File: src/rtl/ram_timing_pkg.sv
// Shared types and timing defaults for the DRAM refresh/access arbiter.
// One-hot state encoding and a helper that sizes the phase timer.
package ram_timing_pkg;

    typedef enum logic [6:0] {
        S_IDLE     = 7'b0000001,
        S_ACC_RAS  = 7'b0000010,
        S_ACC_CAS  = 7'b0000100,
        S_ACC_HOLD = 7'b0001000,
        S_REF_CAS  = 7'b0010000,
        S_REF_RAS  = 7'b0100000,
        S_PRE      = 7'b1000000
    } state_e;

    localparam int TRCD_DEF = 2;
    localparam int TCAS_DEF = 2;
    localparam int TRAS_DEF = 4;
    localparam int TRP_DEF  = 2;

    // Width needed to hold the longest phase count minus one.
    function automatic int TMR_W(input int a, input int b,
                                 input int c, input int d);
        int m;
        m = a;
        if (b > m) m = b;
        if (c > m) m = c;
        if (d > m) m = d;
        return (m < 2) ? 1 : $clog2(m + 1);
    endfunction

endpackage

File: src/rtl/ram_phase_timer.sv
// Loadable saturating down-counter that times each DRAM phase.
// zero_o marks the final cycle of a phase; last_o marks the one before it.
module ram_phase_timer #(
    parameter int W = 2
) (
    input  logic         clk_i,
    input  logic         rst_i,
    input  logic         load_i,
    input  logic [W-1:0] value_i,
    output logic         zero_o,
    output logic         last_o
);

    logic [W-1:0] cnt_q;

    // Load on phase entry, otherwise count down and stick at zero.
    always_ff @(posedge clk_i) begin
        if (rst_i) begin
            cnt_q <= '0;
        end else if (load_i) begin
            cnt_q <= value_i;
        end else if (cnt_q != '0) begin
            cnt_q <= cnt_q - 1'b1;
        end
    end

    assign zero_o = (cnt_q == '0);
    assign last_o = (cnt_q == W'(1));

endmodule

File: src/rtl/ram_refresh_arbiter.sv
// Shares the DRAM array between CPU bus cycles and CBR refresh.
// Every DRAM pin and handshake output comes straight from a flop.
module ram_refresh_arbiter
    import ram_timing_pkg::*;
#(
    parameter int TRCD = TRCD_DEF,
    parameter int TCAS = TCAS_DEF,
    parameter int TRAS = TRAS_DEF,
    parameter int TRP  = TRP_DEF
) (
    input  logic FCLK,
    input  logic RST,
    input  logic CACT,
    input  logic RAMCS,
    input  logic RAMWR,
    input  logic RefReq,
    input  logic RefUrgent,
    output logic RefAck,
    output logic RAMReady,
    output logic RASEL,
    output logic nRAS,
    output logic nCAS,
    output logic nWE
);

    localparam int W = TMR_W(TRCD, TCAS, TRAS, TRP);

    state_e       state_q, state_d;
    logic         load;
    logic [W-1:0] load_val;
    logic         tmr_zero;
    logic         tmr_last;
    logic         ready_d;
    logic         wr_q;
    logic         ras_n_q, cas_n_q, we_n_q, rasel_q;
    logic         ack_q, ready_q;

    ram_phase_timer #(.W(W)) u_timer (
        .clk_i   (FCLK),
        .rst_i   (RST),
        .load_i  (load),
        .value_i (load_val),
        .zero_o  (tmr_zero),
        .last_o  (tmr_last)
    );

    // Arbitration and phase sequencing; timer reloads on every state change.
    always_comb begin
        state_d  = state_q;
        load     = 1'b0;
        load_val = '0;
        ready_d  = 1'b0;
        unique case (state_q)
            S_IDLE: begin
                if (RefUrgent)
                    state_d = S_REF_CAS;
                else if (CACT && RAMCS)
                    state_d = S_ACC_RAS;
                else if (RefReq && !CACT)
                    state_d = S_REF_CAS;
            end
            S_ACC_RAS: begin
                if (!CACT)
                    state_d = S_PRE;
                else if (tmr_zero)
                    state_d = S_ACC_CAS;
            end
            S_ACC_CAS: begin
                if (!CACT)
                    state_d = S_PRE;
                else if (tmr_zero)
                    state_d = S_ACC_HOLD;
            end
            S_ACC_HOLD: begin
                if (!CACT)
                    state_d = S_PRE;
            end
            S_REF_CAS: state_d = S_REF_RAS;
            S_REF_RAS: begin
                if (tmr_zero)
                    state_d = S_PRE;
            end
            S_PRE: begin
                if (tmr_zero)
                    state_d = S_IDLE;
            end
            default: state_d = S_IDLE;
        endcase
        load = (state_d != state_q);
        unique case (state_d)
            S_ACC_RAS: load_val = W'(TRCD - 1);
            S_ACC_CAS: load_val = W'(TCAS - 1);
            S_REF_RAS: load_val = W'(TRAS - 1);
            S_PRE:     load_val = W'(TRP - 1);
            default:   load_val = '0;
        endcase
        if (state_d == S_ACC_CAS)
            ready_d = load ? (TCAS == 1) : tmr_last;
    end

    // State and pin registers; pins are decoded from the next state.
    always_ff @(posedge FCLK) begin
        if (RST) begin
            state_q <= S_IDLE;
            wr_q    <= 1'b0;
            ras_n_q <= 1'b1;
            cas_n_q <= 1'b1;
            we_n_q  <= 1'b1;
            rasel_q <= 1'b1;
            ack_q   <= 1'b0;
            ready_q <= 1'b0;
        end else begin
            state_q <= state_d;
            if (state_q == S_IDLE && state_d == S_ACC_RAS)
                wr_q <= RAMWR;
            ras_n_q <= !(state_d inside {S_ACC_RAS, S_ACC_CAS,
                                         S_ACC_HOLD, S_REF_RAS});
            cas_n_q <= !(state_d inside {S_ACC_CAS, S_ACC_HOLD,
                                         S_REF_CAS, S_REF_RAS});
            we_n_q  <= !((state_d inside {S_ACC_CAS, S_ACC_HOLD}) && wr_q);
            rasel_q <= !(state_d inside {S_ACC_CAS, S_ACC_HOLD});
            ack_q   <= (state_q == S_REF_CAS) && (state_d == S_REF_RAS);
            ready_q <= ready_d;
        end
    end

    assign nRAS     = ras_n_q;
    assign nCAS     = cas_n_q;
    assign nWE      = we_n_q;
    assign RASEL    = rasel_q;
    assign RefAck   = ack_q;
    assign RAMReady = ready_q;

endmodule
File: config.mk
export PLATFORM = sky130hd
export DESIGN_NAME = ram_refresh_arbiter
export DESIGN_NICKNAME = d
export VERILOG_FILES = /design/src/rtl/ram_timing_pkg.sv /design/src/rtl/ram_phase_timer.sv /design/src/rtl/ram_refresh_arbiter.sv
export SDC_FILE = /design/constraint.sdc
export NUM_CORES = 1
export LEC_CHECK = 0
export BUFFER_PORTS_ARGS = -buffer_cell sky130_fd_sc_hd__buf_2
export CORE_MARGIN = 1
export CORE_UTILIZATION = 45
export CTS_BUF_LIST = sky130_fd_sc_hd__clkbuf_4 sky130_fd_sc_hd__clkbuf_8
export DETAILED_ROUTE_END_ITERATION = 8
export RECOVER_POWER = 100
export SYNTH_ARGS = -nofsm -noshare
export SYNTH_HDL_FRONTEND = slang
export SYNTH_SLANG_ARGS = --single-unit
File: constraint.sdc
create_clock -name FCLK -period 4.74 [get_ports FCLK]
set_clock_uncertainty 0.15 [all_clocks]
set_input_delay 0.474 -clock FCLK [delete_from_list [all_inputs] [get_ports FCLK]]
set_output_delay 0.474 -clock FCLK [all_outputs]
set_load 0.005 [all_outputs]
======== Word-level counts from Yosys, hierarchy flattened ========
Index checks and enable logic that the tools add are counted.
cells by class
  add/sub/neg operators ................... 1
  eq/ne operators ......................... 15
  mux-type cells .......................... 14
  bitwise gates (word level) .............. 1
  reductions and logical operators ........ 18
operator list
  operator                                           count
  two-way mux 7 bit                                  10
  case mux 7 bit (7 select lines)                    1
  == test 7 x 2 -> 1 bit (second input constant)     2
  == test 7 x 3 -> 1 bit (second input constant)     2
  == test 7 x 4 -> 1 bit (second input constant)     2
  == test 7 x 5 -> 1 bit (second input constant)     2
  == test 7 x 6 -> 1 bit (second input constant)     2
  == test 7 bit (second input constant)              2
  nonzero test 4 bit                                 2
  == test 7 x 1 -> 1 bit (second input constant)     1
  != test 7 bit                                      1
  two-way mux 3 bit                                  2
  OR reduction 3 bit                                 2
  logical AND 1 bit                                  5
  zero test 1 bit                                    5
  case mux 2 bit (2 select lines)                    1
  nonzero test 2 bit                                 2
  == test 3 x 1 -> 1 bit (second input constant)     1
  zero test 3 bit                                    1
  nonzero test 3 bit                                 1
  subtractor 3 x 1 -> 3 bit (second input constant)  1
  NOT 1 bit                                          1
word-level totals
  register bits after elaboration ......... 17
  input bits .............................. 7
  output and inout port bits .............. 6
  word-level logic and storage cells ...... 58

======== Longest topological paths before layout ========
  depth in word-level cells ............... 10
  depth in mapped cells ................... 9
  gate-level depth less buffers ........... 8

======== Modules after synthesis ========
Synthesis repeated with hierarchy kept, for this count alone.
unflattened totals
  cells, all modules ...................... 140
  area, all modules ....................... 1142.3 um^2
modules (own cells, without submodules)
  module               times used  cells an instance  area each (um^2)  sequential area each (um^2)
  ram_refresh_arbiter  1           116                914.6             280.3
  ram_phase_timer      1           24                 227.7             60.1

======== Least setup slack after synthesis ========
OpenSTA, ideal clock, no wires.
  path type ............................... register to register
  from .................................... register u_timer.cnt_q[0]
  to ...................................... register u_timer.cnt_q[0]
  library setup time ...................... 0.123 ns
  data arrival time ....................... 2.050 ns
  data required time ...................... 4.467 ns
  setup slack ............................. 2.417 ns
  stages on the path, launching flop included .. 10
  buffers on the path ..................... 1
  period minus slack after synthesis ...... 2.323 ns
  cells stage by stage .................... dfxtp_1 > inv_1 > ha_1 > nor2b_1 > clkbuf_8 > o31a_2 > o31a_1 > a2111oi_4 > nand3_2 > mux2_1
on the way
  cells in the longest elaborated chain, start to end .. 8
  elaborated cells between the ends (all ways) .. 20
  classes of those cells .................. add/sub (1); eq/ne (5); mux (10); reduce/logical (4)
RTL lines
  what                                                  line                                                  source
  start: declaration                                    ram_phase_timer.sv:14                                 logic [W-1:0] cnt_q;
  start signal: assignment                              ram_phase_timer.sv:21                                 cnt_q <= value_i;
  start signal: assignment                              ram_phase_timer.sv:23                                 cnt_q <= cnt_q - 1'b1;
  zero test 3 bit                                       ram_phase_timer.sv:27                                 assign zero_o = (cnt_q == '0);
  two-way mux 7 bit (on tied branches)                  ram_refresh_arbiter.sv:71, ram_refresh_arbiter.sv:65
  two-way mux 7 bit (on tied branches)                  ram_refresh_arbiter.sv:69, ram_refresh_arbiter.sv:63
  case mux 7 bit (7 select lines)                       ram_refresh_arbiter.sv:53                             unique case (state_q)
  == test 7 x 3 -> 1 bit, or another cell as far along  ram_refresh_arbiter.sv:90                             unique case (state_d)
  OR reduction 3 bit (no source line)                   -
  case mux 2 bit (2 select lines)                       ram_refresh_arbiter.sv:90
  two-way mux 3 bit                                     ram_phase_timer.sv:20                                 end else if (load_i) begin
Several ways; a longest one is shown, not always the timed one. The select of a mux whose other input is x is not followed.
A chain may end at the register's enable or synchronous reset.

======== Worst setup path after layout ========
Same ends and word-level chain as after synthesis.

==> flow_metrics.py <==
metrics = {
    "run_status": {
        "run_status": "complete, no violations",
    },
    "power": {
        "powerDensity_nw_per_um2": 298,
        "leakagePower_nw": 0.448,
        "ir_drop_v": 0.000175,
        "total_power_uw": 339,
    },
    "global_route": {
        "grt_pass1_wl_um": 4040,
        "grt_max_degree": 17,
        "antenna_found_initial": 0,
        "grt_pass1_vias": 887,
        "grt_use_total_pct": 20.3,
        "overflow": 0,
    },
    "floorplanning": {
        "fp.dieH_um": 52.2,
        "initial_core_util_pct": 49.5,
        "die-area_um2": 2730,
        "fp-row-count": 17,
        "io_pins": 13,
        "die_w_um": 52.2,
        "core_um2": 2300,
    },
    "clock_network": {
        "post_cts_resized": 0,
        "tritoncts": "done",
        "cts_buffers": 3,
        "cts_max_level": 1,
        "clk_path_buf_depth": 2,
        "clock_sinks": 17,
        "holdBufCountCts": 0,
        "clk_latency_ns": 0.29,
        "cts_setup_buffers": 0,
        "clk_pin_slew_ns": 0.10,
        "root_buffer": "clkbuf_4",
    },
    "sta": {
        "setup_viol": 0,
        "worstMarginPinSlew_ns": 0.733,
        "fin_crit_sh_pct": 57.6,
        "setup_tns_ns": 0,
        "final-hold-violation-count": 0,
        "timing.final.ws_setup_ns": 2.01,
        "rsz0062_at_grt": "no",
        "holdWs_ns": 0.246,
        "max_slew_margin_pct": 51.0,
        "finalCriticalPeriod_ns": 2.73,
        "finalMaxSlewViolations": 0,
        "fmaxAchievable_mhz": 366,
    },
    "layout": {
        "finalInstanceArea_um2": 1140,
        "fin_util_pct": 49.5,
        "drive_gt1_share_pct": 18.0,
        "nNetsFinal": 150,
        "synthToLayoutAreaGrowth_pct": 0.110,
        "diodes": 0,
        "layout_common_cells": "18 x nor2_1, 17 x dfxtp_1, 10 x buf_2",
        "final_common_cell": "nor2_1",
        "fin_cells": 167,
    },
    "drt": {
        "drt-total-wl_um": 2440,
        "drtAntennaViolNets": 0,
        "via_per_inst": 5.87,
        "routed_wire_length_per_instance_um": 14.6,
        "wl_met2_um": 1140,
        "met1_length_um": 1080,
        "dr.pass1.iters": 4,
        "wl_met3_um": 166,
        "via_count": 981,
        "drtIter0Drc": 36,
        "post-route-drc-count": 0,
        "highest_layer": "met4",
    },
    "critical_path": {
        "r2r_end": "u_timer.cnt_q[0]$_SDFFE_PP0P_",
        "worst_setup_path_end_kind": "flop",
        "regToRegStartpoint": "u_timer.cnt_q[0]$_SDFFE_PP0P_",
        "path_class": "flop to flop",
        "worst-path-max-fanout": 10,
        "rr_worst_depth": 8,
        "required_ns": 4.78,
        "r2r_slack_ns": 2.01,
        "start_kind": "flop",
        "arrival_ns": 2.77,
    },
    "synthesis": {
        "async_flop_share_pct": 0,
        "avgSynthCellArea_um2": 8.61,
        "syn_area_um2": 1140,
        "yosys-top-cells-area": "dfxtp_1 30%, nor2_1 5.9%, ha_1 3.3%, nor2b_1 3.3%, a21oi_1 2.6%",
        "ys_seq_elements": 17,
        "synthFlopType": "dfxtp_1",
        "synth_top_area_share_pct": 30.0,
        "yosysSeqAreaShare_pct": 30.0,
        "yosys_warnings": 0,
        "yosysTopAreaCell": "dfxtp_1",
        "synthCells": 132,
        "synth_cell_types": 51,
        "synth_edf_count": 0,
        "syn-num-nets": 142,
    },
    "placement": {
        "port_buffers": 12,
        "hpwl_um": 1810,
        "postPlaceCellArea_um2": 1150,
        "place.gp.congestion": 0.886,
        "dp.cells": 163,
        "pre_cts_slack_ns": 2.25,
    },
    "hold_path": {
        "holdPathEnd": "nWE$_SDFF_PP1_",
        "worstHoldStart": "wr_q$_SDFFE_PP0P_",
        "hold_path.class": "flop to flop",
        "hold_path_depth": 1,
    },
    "job": {
        "max_cap_viol_count": 0,
    },
}
==> power by group <==
group          leakage (nW)  internal, mW  switching, mW  total [mW]
Clock                0.0177        0.0314         0.0457      0.0771
Sequential            0.138         0.151         0.0108       0.162
Combinational         0.292        0.0410         0.0590      0.0999
==> worst max-delay path by stage <==
stage,from,endpoint,depth (start not counted)
floorplan,u_timer.cnt_q[0]$_SDFFE_PP0P_,u_timer.cnt_q[0]$_SDFFE_PP0P_,9
global placement,state_q[6]$_SDFF_PP0_,u_timer.cnt_q[1]$_SDFFE_PP0P_,6
detailed placement,u_timer.cnt_q[0]$_SDFFE_PP0P_,RAMReady$_SDFF_PP0_,8
CTS,u_timer.cnt_q[0]$_SDFFE_PP0P_,RAMReady$_SDFF_PP0_,8
global route,u_timer.cnt_q[1]$_SDFFE_PP0P_,u_timer.cnt_q[0]$_SDFFE_PP0P_,8
finish,u_timer.cnt_q[0]$_SDFFE_PP0P_,u_timer.cnt_q[0]$_SDFFE_PP0P_,8
==> cells by family (layout without fill, tap and decap cells) <==
| kind of cell | Yosys count | count (layout) | synth area share, % |
|---|---|---|---|
| XOR/XNOR | 1 | 1 | 0.771 |
| multiplexers | 4 | 4 | 3.74 |
| AND/OR/NAND/NOR | 65 | 65 | 33.7 |
| flip-flops | 17 | 17 | 30.0 |
| adder cells (fa/ha/maj) | 3 | 3 | 3.30 |
| buffers and inverters | 15 | 22 | 9.03 |
| AO/OA/AOI/OAI | 27 | 27 | 19.5 |
==> registers in the layout, summed over array words and instances (netlist names) <==
register,count
nRAS,1
u_timer.cnt_q,3
RefAck,1
state_q,7
nWE,1
nCAS,1
wr_q,1
RASEL,1
RAMReady,1
==> critical path, cell delays in order, from the launching register on <==
cell	delay, ns
dfxtp_1	0.34
inv_1	0.08
ha_1	0.22
nor2b_1	0.26
o31a_2	0.32
o31a_1	0.23
a2111oi_0	0.37
nand3_1	0.28
mux2_1	0.37
==> cell type report <==
class                   instances  area (um^2)
clock buffers                   3         22.5
well taps                      28         35.0
fillers                       231         1160
multi-input cells             100          654
inverters                       6         22.5
clock inverters                 1         5.00
flip-flops and latches         17          340
repair buffers                 12         57.6
==> synthesized netlist by cell type, types with 3 or more instances <==
master,number
a21oi_1,6
buf_4,4
dfxtp_1,17
ha_1,3
inv_1,6
nand2_1,8
nand2b_1,3
nand3_1,4
nor2_1,18
nor2b_1,6
nor3_1,4
o21ai_0,3
==> layer usage <==
layer / global-route usage (%) / up-vias
met3: 6.67 / 11
met4: 6.58 / 0
met5: 0 / -
met2: 32.1 / 36
met1: 25.8 / 445
li1: - / 489
Power figures use the tool's default switching activity.
